<file path="src/rtl/iir_pkg.sv">
// iir_pkg
// Shared definitions for the IIR coefficient controller slice: default
// word geometry, the coefficient word type, the controller state encoding,
// the coefficient address map and a helper that maps (section, tap) to a
// word address.
//
// Address map (default geometry, N = 8 -> 4 sections, 16 words):
//   0 .. 3*NS-1     SOS words, section s tap k at 3*s+k, taps {b1,a1,a2}
//   3*NS .. 4*NS-1  per-section gain words G[s]
package iir_pkg;

    localparam int DEF_WIDTH_H = 15;
    localparam int DEF_WIDTH_W = 10;
    localparam int DEF_N       = 8;
    localparam int DEF_TIMEOUT = 64;

    localparam int COEF_WD = DEF_WIDTH_H + DEF_WIDTH_W;
    localparam int DEF_NS  = DEF_N / 2;
    localparam int DEF_NW  = 4 * DEF_NS;

    localparam int SOS_BASE = 0;
    localparam int G_BASE   = 3 * DEF_NS;

    typedef logic [COEF_WD-1:0] coef_t;

    typedef enum logic [1:0] {
        IDLE,
        PENDING,
        STALL,
        SWAP
    } ctrl_state_e;

    // Default coefficients make every section a pass-through: zero feedback
    // and feed-forward taps with unity (1.0 in Q format) gain.
    localparam coef_t UNITY = coef_t'(1) << DEF_WIDTH_W;
    localparam logic [3*DEF_NS*COEF_WD-1:0] SOS_INIT_DEF = '0;
    localparam logic [DEF_NS*COEF_WD-1:0]   G_INIT_DEF   = {DEF_NS{UNITY}};

    function automatic int sec_addr(input int s, input int k);
        return SOS_BASE + 3 * s + k;
    endfunction

endpackage

</file>
<file path="src/rtl/iir_coef_bank.sv">
// iir_coef_bank
// NW-word coefficient register file with one write port, one registered
// read port and a parallel flat load used to copy a whole bank in one cycle.
// Ports:
//   clk, rst           clock, synchronous active-high reset (loads INIT)
//   wr_en/wr_addr/wr_data   single-word write, ignored for addr >= NW
//   rd_en/rd_addr      read request; rd_data valid the next cycle
//   rd_data            registered read data, 0 for addr >= NW, holds otherwise
//   load_en/load_data  load all words at once (priority over the write port)
//   words_o            current contents, flat, word 0 at the LSBs
module iir_coef_bank #(
    parameter int              WD   = 25,
    parameter int              NW   = 16,
    parameter int              AW   = 4,
    parameter logic [NW*WD-1:0] INIT = '0
) (
    input  logic               clk,
    input  logic               rst,
    input  logic               wr_en,
    input  logic [AW-1:0]      wr_addr,
    input  logic [WD-1:0]      wr_data,
    input  logic               rd_en,
    input  logic [AW-1:0]      rd_addr,
    output logic [WD-1:0]      rd_data,
    input  logic               load_en,
    input  logic [NW*WD-1:0]   load_data,
    output logic [NW*WD-1:0]   words_o
);

    logic [WD-1:0] mem [NW];

    always_ff @(posedge clk) begin
        if (rst) begin
            for (int i = 0; i < NW; i++) begin
                mem[i] <= INIT[i*WD +: WD];
            end
        end else if (load_en) begin
            for (int i = 0; i < NW; i++) begin
                mem[i] <= load_data[i*WD +: WD];
            end
        end else if (wr_en && (int'(wr_addr) < NW)) begin
            mem[wr_addr] <= wr_data;
        end
    end

    // The read samples mem before this edge's write, so a same-address
    // read/write returns the old word.
    always_ff @(posedge clk) begin
        if (rst) begin
            rd_data <= '0;
        end else if (rd_en) begin
            rd_data <= (int'(rd_addr) < NW) ? mem[rd_addr] : '0;
        end
    end

    always_comb begin
        for (int i = 0; i < NW; i++) begin
            words_o[i*WD +: WD] = mem[i];
        end
    end

endmodule

</file>
<file path="src/rtl/iir_coef_ctrl.sv">
// iir_coef_ctrl
// Run-time coefficient controller for a biquad-cascade IIR core. The host
// writes SOS/G words into a shadow bank; a commit request swaps the whole
// shadow bank into the active bank at a sample boundary (a cycle with
// data_i_en low) and pulses state_clr_o so the core restarts from clean
// delay registers. If no boundary appears within TIMEOUT sample cycles, the
// controller stalls upstream for one cycle to make one.
// Ports:
//   clk, rst                 clock, synchronous active-high reset
//   cfg_wr_en/addr/data      shadow write (accepted in IDLE only)
//   cfg_rd_en                shadow read; cfg_rd_data/cfg_rd_valid next cycle
//   cfg_commit               request shadow->active swap
//   cfg_busy                 swap in progress; writes/commits ignored
//   cfg_err, cfg_err_clr     sticky error flag and its clear
//   data_i_en                snooped sample strobe of the IIR core
//   stall_o                  upstream must hold its next sample
//   coef_sos_o, coef_g_o     active banks, flat, word 0 at the LSBs
//   state_clr_o              one-cycle clear pulse for the core's state
//   swap_cnt_o               completed swaps, wraps
module iir_coef_ctrl
    import iir_pkg::*;
#(
    parameter int width_H = DEF_WIDTH_H,
    parameter int width_W = DEF_WIDTH_W,
    parameter int N       = DEF_N,
    parameter int TIMEOUT = DEF_TIMEOUT,
    parameter logic [3*(N/2)*(width_H+width_W)-1:0] SOS_INIT = SOS_INIT_DEF,
    parameter logic [(N/2)*(width_H+width_W)-1:0]   G_INIT   = G_INIT_DEF
) (
    input  logic                                  clk,
    input  logic                                  rst,
    input  logic                                  cfg_wr_en,
    input  logic                                  cfg_rd_en,
    input  logic [$clog2(4*(N/2))-1:0]            cfg_addr,
    input  logic [width_H+width_W-1:0]            cfg_data,
    input  logic                                  cfg_commit,
    output logic [width_H+width_W-1:0]            cfg_rd_data,
    output logic                                  cfg_rd_valid,
    output logic                                  cfg_busy,
    output logic                                  cfg_err,
    input  logic                                  cfg_err_clr,
    input  logic                                  data_i_en,
    output logic                                  stall_o,
    output logic [3*(N/2)*(width_H+width_W)-1:0]  coef_sos_o,
    output logic [(N/2)*(width_H+width_W)-1:0]    coef_g_o,
    output logic                                  state_clr_o,
    output logic [15:0]                           swap_cnt_o
);

    localparam int WD = width_H + width_W;
    localparam int NS = N / 2;
    localparam int NW = 4 * NS;
    localparam int AW = $clog2(NW);
    localparam int TW = $clog2(TIMEOUT + 1);

    ctrl_state_e       state, state_next;
    logic [TW-1:0]     timer;
    logic              addr_ok;
    logic              wr_accept;
    logic              commit_accept;
    logic              err_set;
    logic [NW*WD-1:0]  shadow_words;

    assign addr_ok       = (int'(cfg_addr) < NW);
    assign wr_accept     = cfg_wr_en && (state == IDLE) && addr_ok;
    assign commit_accept = cfg_commit && (state == IDLE);

    // Shadow bank: G words sit above the SOS words, so its reset image is
    // simply the two INIT vectors concatenated.
    iir_coef_bank #(
        .WD   (WD),
        .NW   (NW),
        .AW   (AW),
        .INIT ({G_INIT, SOS_INIT})
    ) u_shadow (
        .clk       (clk),
        .rst       (rst),
        .wr_en     (wr_accept),
        .wr_addr   (cfg_addr),
        .wr_data   (cfg_data),
        .rd_en     (cfg_rd_en),
        .rd_addr   (cfg_addr),
        .rd_data   (cfg_rd_data),
        .load_en   (1'b0),
        .load_data ('0),
        .words_o   (shadow_words)
    );

    always_ff @(posedge clk) begin
        if (rst) begin
            state <= IDLE;
        end else begin
            state <= state_next;
        end
    end

    always_comb begin
        state_next = state;
        case (state)
            IDLE:    if (commit_accept) state_next = PENDING;
            PENDING: begin
                if (!data_i_en) begin
                    state_next = SWAP;
                end else if (timer == TW'(TIMEOUT - 1)) begin
                    state_next = STALL;
                end
            end
            STALL:   state_next = SWAP;
            SWAP:    state_next = IDLE;
            default: state_next = IDLE;
        endcase
    end

    always_comb begin
        cfg_busy    = (state != IDLE);
        stall_o     = (state == STALL);
        state_clr_o = (state == SWAP);
    end

    // The wait timer only advances on cycles that actually carry a sample,
    // so TIMEOUT counts missed boundaries rather than raw clock cycles.
    always_ff @(posedge clk) begin
        if (rst || (state != PENDING)) begin
            timer <= '0;
        end else if (data_i_en) begin
            timer <= timer + TW'(1);
        end
    end

    // The whole active bank is replaced in one edge so the core never sees
    // a mix of old and new coefficients.
    always_ff @(posedge clk) begin
        if (rst) begin
            coef_sos_o <= SOS_INIT;
            coef_g_o   <= G_INIT;
            swap_cnt_o <= '0;
        end else if (state == SWAP) begin
            coef_sos_o <= shadow_words[3*NS*WD-1:0];
            coef_g_o   <= shadow_words[NW*WD-1:3*NS*WD];
            swap_cnt_o <= swap_cnt_o + 16'd1;
        end
    end

    always_ff @(posedge clk) begin
        if (rst) begin
            cfg_rd_valid <= 1'b0;
        end else begin
            cfg_rd_valid <= cfg_rd_en;
        end
    end

    // A new error in the same cycle as a clear keeps the flag set.
    assign err_set = ((cfg_wr_en || cfg_rd_en) && !addr_ok)
                   || ((cfg_wr_en || cfg_commit) && cfg_busy)
                   || ((state == STALL) && data_i_en);

    always_ff @(posedge clk) begin
        if (rst) begin
            cfg_err <= 1'b0;
        end else if (err_set) begin
            cfg_err <= 1'b1;
        end else if (cfg_err_clr) begin
            cfg_err <= 1'b0;
        end
    end

endmodule

</file>
<file path="config.mk">
export PLATFORM = sky130hd
export DESIGN_NAME = iir_coef_ctrl
export DESIGN_NICKNAME = d
export VERILOG_FILES = /design/src/rtl/iir_pkg.sv /design/src/rtl/iir_coef_bank.sv /design/src/rtl/iir_coef_ctrl.sv
export SDC_FILE = /design/constraint.sdc
export NUM_CORES = 1
export LEC_CHECK = 0
export ABC_AREA = 1
export CORE_MARGIN = 2
export CORE_UTILIZATION = 57
export CTS_CLUSTER_DIAMETER = 120
export DETAILED_ROUTE_END_ITERATION = 6
export PLACE_DENSITY = 0.8
export SYNTH_ARGS = -nofsm -noshare
export SYNTH_HDL_FRONTEND = slang
export SYNTH_SLANG_ARGS = --single-unit
</file>
<file path="constraint.sdc">
create_clock -name clk -period 4.4 [get_ports clk]
set_input_delay 0.88 -clock clk [delete_from_list [all_inputs] [get_ports clk]]
set_output_delay 0.88 -clock clk [all_outputs]
set_load 0.02 [all_outputs]
</file>
==> results.py <==
metrics = {
    "grt": {
        "global_route.usage.met1_pct": 46.9,
        "grt_overflow": 0,
        "grt_most_used_layer": "met2",
        "grt_start_max_net_pins": 250,
        "first_global_vias": 28100,
        "global_route.usage.total_pct": 36.4,
        "grt_util_met2_pct": 57.9,
        "use_met3_pct": 8.31,
        "number_of_antenna_violations_at_the_first_check_in_global_routing": 3,
        "global_route_wire_length_before_repair_um": 171000,
    },
    "final_layout": {
        "area.growth.synth_to_final_pct": 23.7,
        "layout_common_cells": "nor2_1, nand2_1, o21ai_0, clkdlybuf4s50_1, dfxtp_1",
        "most_common_cell_after_layout_fill_and_taps_aside": "nor2_1",
        "drive_above_1_share_pct": 4.93,
        "finalInstanceArea_um2": 42100,
        "fill_cell_total_of_the_finished_layout": 4417,
        "layoutNonFillerInstCount": 5216,
        "final_net_count": 4412,
    },
    "worst_setup_path": {
        "arrival_ns": 2.38,
        "r2r-start": "state[0]$_SDFFE_PP0P_",
        "worstPathRequired_ns": 3.52,
        "slowest_stage": "clkdlybuf4s50_1",
        "path_buf_inv": 3,
        "r2r_cells": 8,
        "regToRegEndpoint": "u_shadow.mem[10][10]$_SDFFCE_PN0P_",
        "critical_path.cell_chain": "inv_1, ha_1, inv_1, clkdlybuf4s50_1",
        "end_kind": "primary output",
        "cpLargestDelayFamily": "buffers and inverters",
        "max_stage_delay_ns": 0.67,
        "worst_setup_path_start_kind": "register",
        "criticalPathCategory": "register to primary output",
        "critPathMostFrequentCell": "inv_1",
        "crit_fanout": 5,
        "rrSetupSlack_ns": 1.70,
    },
    "clock_tree": {
        "clk_latency_ns": 0.64,
        "clock_tree_from_tritoncts": "yes",
        "postCtsResizedCells": 0,
        "path_clk_slew_ns": 0.07,
        "hold_buf_cts": 0,
        "ctsRootBufferMaster": "clkbuf_16",
        "tritoncts.num_buffers": 85,
        "cts_num_sinks": 852,
        "number_of_levels_the_h_tree_was_split_into": 3,
        "cts_max_path_buffers": 3,
        "setup_buffers_after_cts": 0,
    },
    "synthesis": {
        "synth_top_flop_cell": "dfxtp_1",
        "synth_top_cells_by_area": "edfxtp_1, dfxtp_1, nor2_1, nand2_1, o21ai_0",
        "synth-edff-count": 400,
        "synth_area_um2": 34000,
        "syn-num-nets": 4067,
        "synth_area_leader_cell": "edfxtp_1",
        "post_synthesis_async_set_or_reset_flop_share_pct": 0,
        "synth-seq-area-share_pct": 61.9,
        "proportion_of_netlist_area_held_by_the_largest_area_contributor_pct": 35.3,
        "post_synth_num_cell_types": 30,
        "ys_ff_latch": 852,
        "synth.avg_cell_area_um2": 8.46,
        "netlist_instances": 4024,
        "yosysWarningCount": 0,
    },
    "power": {
        "power.net_switching_mw": 6.89,
        "totalPowerFinal_mw": 22.5,
        "swShare_pct": 30.6,
        "vdd.ir_drop.worst_v": 0.000397,
        "internal-power_mw": 15.6,
        "clock_power_share_pct": 33.7,
        "powerDensity_nw_per_um2": 534,
        "power.sequential.fraction_pct": 44.0,
        "comb_power_share_pct": 22.3,
        "power_leakage_nw": 18.2,
    },
    "route": {
        "drt_via_density": 5.71,
        "drt.antenna.violating_nets": 0,
        "initialDrtViolationCount": 4111,
        "num_vias": 29800,
        "drc": 0,
        "firstDrtPassIters": 6,
        "routed_wl_um": 115000,
        "detail_route.wl_per_cell_um": 22.1,
    },
    "worst_hold_path": {
        "min_delay_worst_endpoint": "coef_g_o[35]$_SDFFE_PP1P_",
        "hold_class": "register to register",
        "hp-start": "coef_g_o[35]$_SDFFE_PP1P_",
        "hold_depth": 2,
    },
    "timing": {
        "hold_ws_ns": 0.470,
        "slew_headroom_pct": 10.3,
        "post-route-min-period_ns": 3.26,
        "layout_worst_path_cycle_share_pct": 74.2,
        "finClkSkew_ns": 0.0167,
        "finalSetupTns_ns": 0,
        "slew_violations": 0,
        "finalSetupViolCount": 0,
        "hold_viol": 0,
        "setup_repair_after_global_routing_missed_its_margin": "false",
        "max_slew.worst_pin.slew_ns": 1.34,
        "clock.fmax_mhz": 306,
    },
    "placed_design": {
        "placedCellCount": 5055,
        "detailedPlacementHpwl_um": 76000,
        "place_area_um2": 39200,
        "place.gp.congestion": 0.940,
        "port_buffers": 481,
    },
    "floorplan": {
        "initial_utilization_pct": 57.7,
        "die-area_um2": 61700,
        "floorplan.die.height_um": 248,
        "num_io_pins": 482,
        "placement_row_count": 89,
        "fp.coreArea_um2": 59000,
        "die_width_um": 248,
    },
    "status": {
        "outcome": "finished clean",
    },
    "job": {
        "drv_cap": 0,
    },
}
power by group through the flow:
stage	sequential (mW)	clock, mW	combinational (mW)
5_1_grt	9.96	7.90	5.34
4_1_cts	9.86	7.58	4.99
3_5_place_dp	10.0	0	4.94
3_3_place_gp	10.0	0	4.89
6_report	9.88	7.58	5.01
2_1_floorplan	10.8	0	1.67
cell type report:
cell class | count | area (um2) | share of cell area, %
Inverter | 128 | 497 | 1.18
Clock inverter | 42 | 439 | 1.04
Clock buffer | 118 | 2490 | 5.92
Sequential cell | 852 | 21100 | 50.0
Timing Repair Buffer | 539 | 5290 | 12.6
Antenna cell | 1 | 2.50 | 0.00594
Multi-Input combinational cell | 2763 | 11400 | 27.0
Tap cell | 773 | 967 | 2.30
cell families after synthesis:
| logic type | synth area share, % |
|---|---|
| flops | 61.9 |
| simple gates | 24.5 |
| xor+xnor | 0.0257 |
| compound gates | 8.54 |
| fa+ha+maj | 0.257 |
| buf+inv | 4.85 |
cells in the mapped netlist, types with 2 or more instances:
library cell,count
a21oi_1,80
buf_1,13
buf_2,69
buf_4,4
buf_6,2
clkbuf_1,193
dfxtp_1,452
edfxtp_1,400
ha_1,7
inv_1,119
inv_2,8
nand2_1,967
nand3_1,37
nand3_2,9
nand4_1,4
nor2_1,1140
nor2_4,2
nor3_1,10
nor3b_1,3
o21ai_0,495
tightest hold or removal path: cells and delay by family, from the launching register on:
kind,cells,cell delay (ns)
flops,1,0.33
simple gates,2,0.10
stage by stage:
stage | utilization, % | worst slack, ns
3_5_place_dp | 66.4 | 0.839
6_report | 71.3 | 1.14
5_1_grt | 71.3 | 1.06
3_3_place_gp | 66.4 | 0.906
2_1_floorplan | - | 1.66
4_1_cts | 71.3 | 1.09
sequential cells by signal, summed over array words and instances, names as in the netlist:
signal            count
u_shadow.mem        400
coef_sos_o          300
coef_g_o            100
u_shadow.rd_data     25
swap_cnt_o           16
timer                 7
state                 2
cfg_err               1
cfg_rd_valid          1
worst max path at each step:
stage	startpoint	endpoint	slack, ns	depth (start not counted)
6_report	state[0]$_SDFFE_PP0P_	cfg_busy	1.14	4
5_1_grt	state[0]$_SDFFE_PP0P_	cfg_busy	1.06	4
4_1_cts	state[0]$_SDFFE_PP0P_	cfg_busy	1.09	4
3_5_place_dp	rst	u_shadow.mem[10][10]$_SDFFCE_PN0P_	0.84	8
3_3_place_gp	rst	u_shadow.mem[10][9]$_SDFFCE_PN0P_	0.91	8
2_1_floorplan	cfg_addr[0]	u_shadow.mem[15][0]$_SDFFCE_PN0P_	1.66	8
metal layers:
metal / share of wire, % / up-vias
met5: 0.021 / -
met3: 12 / 332
met2: 47 / 1900
li1: - / 13600
met1: 37 / 14000
met4: 5.2 / 4
No activity file was read; power rests on OpenSTA's default activity.
